### src/rtl/jk_excitation_driver_if.sv
// rtl/jk_excitation_driver_if.sv - pattern load, run control, flip-flop excitation and check status bundle
interface jk_excitation_driver_if #(
  parameter int WIDTH = 4,
  parameter int DEPTH = 8
);
  localparam int AW = $clog2(DEPTH);
  localparam int LW = $clog2(DEPTH + 1);

  logic             LOAD;
  logic [AW-1:0]    LOAD_ADDR;
  logic [WIDTH-1:0] LOAD_DATA;
  logic             START;
  logic [LW-1:0]    LEN;
  logic [WIDTH-1:0] Q_OBS;
  logic [WIDTH-1:0] J;
  logic [WIDTH-1:0] K;
  logic             BUSY;
  logic             DONE;
  logic             ERR;
  logic [AW-1:0]    ERR_STEP;

  modport master (
    output LOAD, LOAD_ADDR, LOAD_DATA, START, LEN, Q_OBS,
    input  J, K, BUSY, DONE, ERR, ERR_STEP
  );

  modport slave (
    input  LOAD, LOAD_ADDR, LOAD_DATA, START, LEN, Q_OBS,
    output J, K, BUSY, DONE, ERR, ERR_STEP
  );
endinterface

### src/rtl/jk_excitation_driver.sv
// rtl/jk_excitation_driver.sv - steps a JK flip-flop bank through a stored target sequence and checks Q
module jk_excitation_driver #(
  parameter int WIDTH       = 4,
  parameter int DEPTH       = 8,
  parameter int TOGGLE_MODE = 0
) (
  input  logic                      CLK,
  input  logic                      RESET,
  jk_excitation_driver_if.slave     bus
);
  localparam int AW = $clog2(DEPTH);
  localparam int LW = $clog2(DEPTH + 1);

  localparam logic [1:0] S_IDLE  = 2'd0;
  localparam logic [1:0] S_RUN   = 2'd1;
  localparam logic [1:0] S_DRAIN = 2'd2;

  logic [1:0]       state;
  logic [WIDTH-1:0] pattern [DEPTH];
  logic [AW-1:0]    idx;
  logic [AW-1:0]    exp_idx;
  logic [WIDTH-1:0] exp_state;
  logic             chk_valid;
  logic [LW-1:0]    n;
  logic [WIDTH-1:0] j_q, k_q;
  logic             busy_q, done_q, err_q;
  logic [AW-1:0]    err_step_q;

  logic [LW-1:0]    len_clamped;
  logic [LW-1:0]    idx_next;
  logic [WIDTH-1:0] pat_cur, pat_nxt;

  function automatic logic [WIDTH-1:0] excite_j(input logic [WIDTH-1:0] q, input logic [WIDTH-1:0] t);
    return (TOGGLE_MODE != 0) ? (q ^ t) : (t & (q ^ t));
  endfunction

  function automatic logic [WIDTH-1:0] excite_k(input logic [WIDTH-1:0] q, input logic [WIDTH-1:0] t);
    return (TOGGLE_MODE != 0) ? (q ^ t) : (~t & (q ^ t));
  endfunction

  assign len_clamped = (bus.LEN > LW'(DEPTH)) ? LW'(DEPTH) : bus.LEN;
  assign idx_next    = LW'(idx) + LW'(1);
  assign pat_cur     = pattern[idx];
  // Wraps only when idx is the last entry, in which case the value is never used.
  assign pat_nxt     = pattern[idx_next[AW-1:0]];

  always_ff @(posedge CLK or posedge RESET) begin
    if (RESET) begin
      for (int i = 0; i < DEPTH; i++) pattern[i] <= '0;
    end else if (bus.LOAD && !busy_q && (int'(bus.LOAD_ADDR) < DEPTH)) begin
      pattern[bus.LOAD_ADDR] <= bus.LOAD_DATA;
    end
  end

  always_ff @(posedge CLK or posedge RESET) begin
    if (RESET) begin
      state      <= S_IDLE;
      idx        <= '0;
      exp_idx    <= '0;
      exp_state  <= '0;
      chk_valid  <= 1'b0;
      n          <= '0;
      j_q        <= '0;
      k_q        <= '0;
      busy_q     <= 1'b0;
      done_q     <= 1'b0;
      err_q      <= 1'b0;
      err_step_q <= '0;
    end else begin
      done_q <= 1'b0;
      // Checks trail the excitation by two edges: one for the FF to switch, one to register exp.
      if (chk_valid && (bus.Q_OBS != exp_state) && !err_q) begin
        err_q      <= 1'b1;
        err_step_q <= exp_idx;
      end
      case (state)
        S_IDLE: begin
          j_q <= '0;
          k_q <= '0;
          if (bus.START && (bus.LEN != '0)) begin
            j_q        <= excite_j(bus.Q_OBS, pattern[0]);
            k_q        <= excite_k(bus.Q_OBS, pattern[0]);
            idx        <= '0;
            n          <= len_clamped;
            busy_q     <= 1'b1;
            err_q      <= 1'b0;
            err_step_q <= '0;
            chk_valid  <= 1'b0;
            state      <= S_RUN;
          end
        end
        S_RUN: begin
          exp_state <= pat_cur;
          exp_idx   <= idx;
          chk_valid <= 1'b1;
          if (idx_next < n) begin
            j_q <= excite_j(pat_cur, pat_nxt);
            k_q <= excite_k(pat_cur, pat_nxt);
            idx <= idx_next[AW-1:0];
          end else begin
            j_q   <= '0;
            k_q   <= '0;
            state <= S_DRAIN;
          end
        end
        S_DRAIN: begin
          chk_valid <= 1'b0;
          busy_q    <= 1'b0;
          done_q    <= 1'b1;
          state     <= S_IDLE;
        end
        default: state <= S_IDLE;
      endcase
    end
  end

  assign bus.J        = j_q;
  assign bus.K        = k_q;
  assign bus.BUSY     = busy_q;
  assign bus.DONE     = done_q;
  assign bus.ERR      = err_q;
  assign bus.ERR_STEP = err_step_q;
endmodule

### src/flat_wrapper.sv
// flat-port wrapper written by rule: the top's interface ports become plain ports
module jk_excitation_driver_flat 
#(
  parameter int WIDTH       = 4,
  parameter int DEPTH       = 8,
  parameter int TOGGLE_MODE = 0
)
  (CLK, RESET, bus_LOAD, bus_LOAD_ADDR, bus_LOAD_DATA, bus_START, bus_LEN, bus_Q_OBS, bus_J, bus_K, bus_BUSY, bus_DONE, bus_ERR, bus_ERR_STEP);
  jk_excitation_driver_if #(.WIDTH(WIDTH), .DEPTH(DEPTH)) bus_i ();
  input  logic CLK;
  input  logic RESET;
  input wire logic [$bits(bus_i.LOAD)-1:0] bus_LOAD;
  input wire logic [$bits(bus_i.LOAD_ADDR)-1:0] bus_LOAD_ADDR;
  input wire logic [$bits(bus_i.LOAD_DATA)-1:0] bus_LOAD_DATA;
  input wire logic [$bits(bus_i.START)-1:0] bus_START;
  input wire logic [$bits(bus_i.LEN)-1:0] bus_LEN;
  input wire logic [$bits(bus_i.Q_OBS)-1:0] bus_Q_OBS;
  output wire logic [$bits(bus_i.J)-1:0] bus_J;
  output wire logic [$bits(bus_i.K)-1:0] bus_K;
  output wire logic [$bits(bus_i.BUSY)-1:0] bus_BUSY;
  output wire logic [$bits(bus_i.DONE)-1:0] bus_DONE;
  output wire logic [$bits(bus_i.ERR)-1:0] bus_ERR;
  output wire logic [$bits(bus_i.ERR_STEP)-1:0] bus_ERR_STEP;
  assign bus_i.LOAD = bus_LOAD;
  assign bus_i.LOAD_ADDR = bus_LOAD_ADDR;
  assign bus_i.LOAD_DATA = bus_LOAD_DATA;
  assign bus_i.START = bus_START;
  assign bus_i.LEN = bus_LEN;
  assign bus_i.Q_OBS = bus_Q_OBS;
  assign bus_J = bus_i.J;
  assign bus_K = bus_i.K;
  assign bus_BUSY = bus_i.BUSY;
  assign bus_DONE = bus_i.DONE;
  assign bus_ERR = bus_i.ERR;
  assign bus_ERR_STEP = bus_i.ERR_STEP;
  jk_excitation_driver #(.WIDTH(WIDTH), .DEPTH(DEPTH), .TOGGLE_MODE(TOGGLE_MODE)) u_core (.CLK(CLK), .RESET(RESET), .bus(bus_i));
endmodule
### config.mk
export PLATFORM = sky130hd
export DESIGN_NAME = jk_excitation_driver_flat
export DESIGN_NICKNAME = d
export VERILOG_FILES = /design/src/rtl/jk_excitation_driver_if.sv /design/src/rtl/jk_excitation_driver.sv /design/src/flat_wrapper.sv
export SDC_FILE = /design/constraint.sdc
export NUM_CORES = 1
export LEC_CHECK = 0
export BUFFER_PORTS_ARGS = -buffer_cell sky130_fd_sc_hd__clkbuf_2
export CORE_MARGIN = 1.5
export CORE_UTILIZATION = 45
export DETAILED_ROUTE_END_ITERATION = 10
export GPL_ROUTABILITY_DRIVEN = 0
export HOLD_SLACK_MARGIN = 0.05
export PLACE_DENSITY = 0.75
export SKIP_LAST_GASP = 1
export SLEW_MARGIN = 0
export SYNTH_ARGS = -nofsm -noshare
export SYNTH_HDL_FRONTEND = slang
export SYNTH_SLANG_ARGS = --single-unit
### constraint.sdc
create_clock -name CLK -period 3.65 [get_ports CLK]
set_clock_uncertainty 0.2 [all_clocks]
set_input_delay 0 -clock CLK [delete_from_list [all_inputs] [get_ports CLK]]
set_output_delay 0 -clock CLK [all_outputs]
set_load 0.01 [all_outputs]
==> summary.txt <==
status -> finished, final reports clean
clock sinks -> 63
Syn. warnings -> 0
commonest cells after routing, fill and taps aside -> 63 x dfrtp_1, 32 x clkbuf_2, 28 x nand2_1, 25 x dlygate4sd3_1, 23 x mux2_2
ANT cells -> 0
nets -> 336
sequential fraction of the synthesis area -> 0.497
Reg power frac -> 0.395
filler cell count in the final layout -> 553
crit path kind -> register to register
Fin. Hold Viols -> 0
clk buf depth -> 2
vias in the first global route -> 2367
Vias -> 2264
DRC -> 0
Mapped Avg Cell Area -> 12.6 sq um
Num CTS Buffers -> 9
total track usage -> 0.216
I/O pins -> 33
period utilization -> 0.903
chip width -> 86.9 microns
Hold Worst Slack -> 0.175 ns
Worst IR Drop VDD -> 0.000562 V
Register Area -> 0.00158 sq mm
fin. max-slew vios -> 0
Min-Delay Path Class -> input port to async pin
worst-path fanout max -> 13
CP max-delay cell -> nor2_1
via/cell ratio -> 5.48
Logic pwr share -> 0.417
RSZ-0062 raised after global routing -> false
Cell Rows -> 30
WL final -> 7240 microns
Sw Share -> 0.358
latest clock arrival within the worst-skew pair -> 0.35 ns
final setup fails -> 0
Worst Path Arrival -> 3.39 ns
# port buffers -> 32
Detailed Route Iter0 Violations -> 192
# resized after CTS -> 0
critical path required time -> 3.74 ns
multi-input logic area -> 0.00150 sq mm
worst path buffer plus inverter count -> 2
cells after synthesis -> 251
Post-Syn Area -> 0.00317 sq mm
commonest non-fill, non-tap cell in the layout -> dfrtp_1
top cells by area, synth -> dfrtp_1 50%, mux4_2 11%, mux2_2 8.2%
Die Ht -> 86.9 microns
core box area -> 0.00679 sq mm
syn_nets -> 274
Worst-Margin Slew -> 1.01 ns
Slew HR -> 0.324
Area Growth Syn to Fin -> 22.0%
antenna viol nets, final -> 0
Psw -> 1.16 mW
Detailed Place HPWL -> 4990 microns
largest net degree at the start of global routing -> 43
Critical Path Max Stage Delay -> 0.71 ns
CP endpoint kind -> register
max_cap viols -> 0
H-tree Lvls -> 3
clock power share -> 0.188
fin crit period -> 3.29 ns
Initial Util -> 0.466
P_int -> 2.08 mW
flop and latch count out of synthesis -> 63
Die Area -> 0.00756 sq mm
CP most frequent cell -> dlygate4sd3_1
Unique masters post-synth -> 37
crit path cell chain -> or3b_2 > nor2_1 > nand3b_1 > dlygate4sd3_1 > nand2_1 > dlygate4sd3_1
Power per Cell Area -> 839 mW/mm^2
fmax -> 304 MHz
drt wl/cell -> 17.5 microns
root buffer cell -> clkbuf_8
global-route wire length before repair -> 12200 microns
Leakage -> 1.80 nW
Synth top area share -> 0.497
DRT Pass-1 Iters -> 4
cell family with most CP delay -> simple AND/OR/NAND/NOR gates
Worst Setup Start Kind -> register
Post-CTS Repair Setup Buffers -> 0
leading area contributor after synthesis -> dfrtp_1
TNS Setup -> 0 ns
initial antenna violation count -> 0
share of cells above drive strength 1 -> 0.293
Reg clk slew, reported paths -> 0.07 ns
GRT overflow -> 0
CTS tree -> yes
==> flip-flops by register name (all words and copies together), names as in the netlist, 2 cells and up <==
register             cells
u_core.bus.ERR_STEP      3
u_core.bus.J             4
u_core.bus.K             4
u_core.exp_idx           3
u_core.exp_state         4
u_core.idx               3
u_core.n                 4
u_core.pattern          32
u_core.state             2
==> final cells by class <==
| cell class | count | area share |
|---|---|---|
| inverters | 8 | 0.00777 |
| well taps | 96 | 0.0311 |
| multi-input cells | 170 | 0.389 |
| clock buffers | 11 | 0.0392 |
| flip-flops and latches | 63 | 0.408 |
| repair buffers | 61 | 0.114 |
| clock inverters | 4 | 0.0117 |
==> per-layer routing <==
layer | GRT usage | vias to the layer above | share of wire | routed length, microns
met2 | 0.348 | 63 | 0.50 | 3640
met4 | 0.0674 | 0 | 0.019 | 134
met3 | 0.0664 | 14 | 0.053 | 387
met1 | 0.281 | 1149 | 0.43 | 3080
met5 | 0 | - | 0 | 0
li1 | - | 1038 | - | -
==> worst paths after layout <==
path,from,endpoint,slack [ns],cells past startpoint
setup / recovery,u_core.state[0],u_core.n[0],0.36,6
hold / removal,RESET,u_core.n[0],0.17,3
setup reg to reg,u_core.state[0],u_core.n[0],0.36,6
hold reg to reg,u_core.bus.K[1],u_core.bus.K[1],0.28,2
max in group asynchronous,RESET,u_core.idx[2],2.25,4
min in group CLK,bus_LEN[2],u_core.n[2],0.27,4
==> tightest hold or removal path, cell delays in order <==
cell,delay [ns]
dlygate4sd3_1,0.53
clkbuf_2,0.11
inv_2,0.63
==> metrics by stage <==
stage | std cells | worst slack, ns | cell area, sq um | utilization | power (mW)
finish | 413 | 0.355 | 3870 | 0.569 | 3.24
floorplan | 251 | 1.22 | 3170 | - | 2.25
global route | 413 | 0.233 | 3870 | 0.569 | 3.47
CTS | 413 | 0.413 | 3870 | 0.569 | 3.26
global placement | 373 | 0.902 | 3420 | 0.503 | 2.52
detailed placement | 373 | 0.730 | 3420 | 0.503 | 2.60
==> power groups by stage <==
stage,registers (mW),clock network (mW),logic (mW)
after floorplan,1.16,0,1.09
after global placement,1.26,0,1.26
after detailed placement,1.29,0,1.31
after CTS,1.27,0.621,1.36
after global routing,1.32,0.655,1.50
final,1.28,0.609,1.35
==> kinds of logic (layout without fill, tap and decap cells) <==
kind of cell	Yosys count	after routing	synth area share
multiplexers	64	64	0.282
flip-flops	63	63	0.497
AND/OR/NAND/NOR	72	72	0.111
adder cells (fa/ha/maj)	4	4	0.0158
buffers and inverters	18	84	0.0284
AO/OA/AOI/OAI	25	25	0.0517
XOR/XNOR	5	5	0.0138
==> Yosys cell counts <==
master    instances
o21a_1            1
mux2_2           23
mux2_1           15
nor2b_1           1
nor3b_1           3
o22ai_1           2
nand2_1          28
mux2_4            1
a32oi_1           4
o41ai_1           1
or3_1             2
nor2_1           16
nand3_1           4
and2_1            1
nor4_1            1
nand2b_1          5
nor4b_1           1
a21oi_1           3
nor3_1            1
o31ai_1           4
a21boi_1          1
and3_1            1
mux4_2           16
inv_1             8
clkbuf_1          4
xor2_1            5
or3b_2            1
ha_1              4
buf_6             2
buf_4             1
o21ai_0           1
a21o_1            1
nand3b_1          7
o21ai_1           7
buf_2             3
dfrtp_1          63
mux2i_1           9
==> repair_timing <==
| item | in CTS | in global routing |
|---|---|---|
| hold buffers | 25 | 0 |
| endpoints found under the setup margin | 0 | 0 |
| endpoints found under the hold margin | 90 | 0 |
Note: power is estimated with default switching activity, not from simulation.
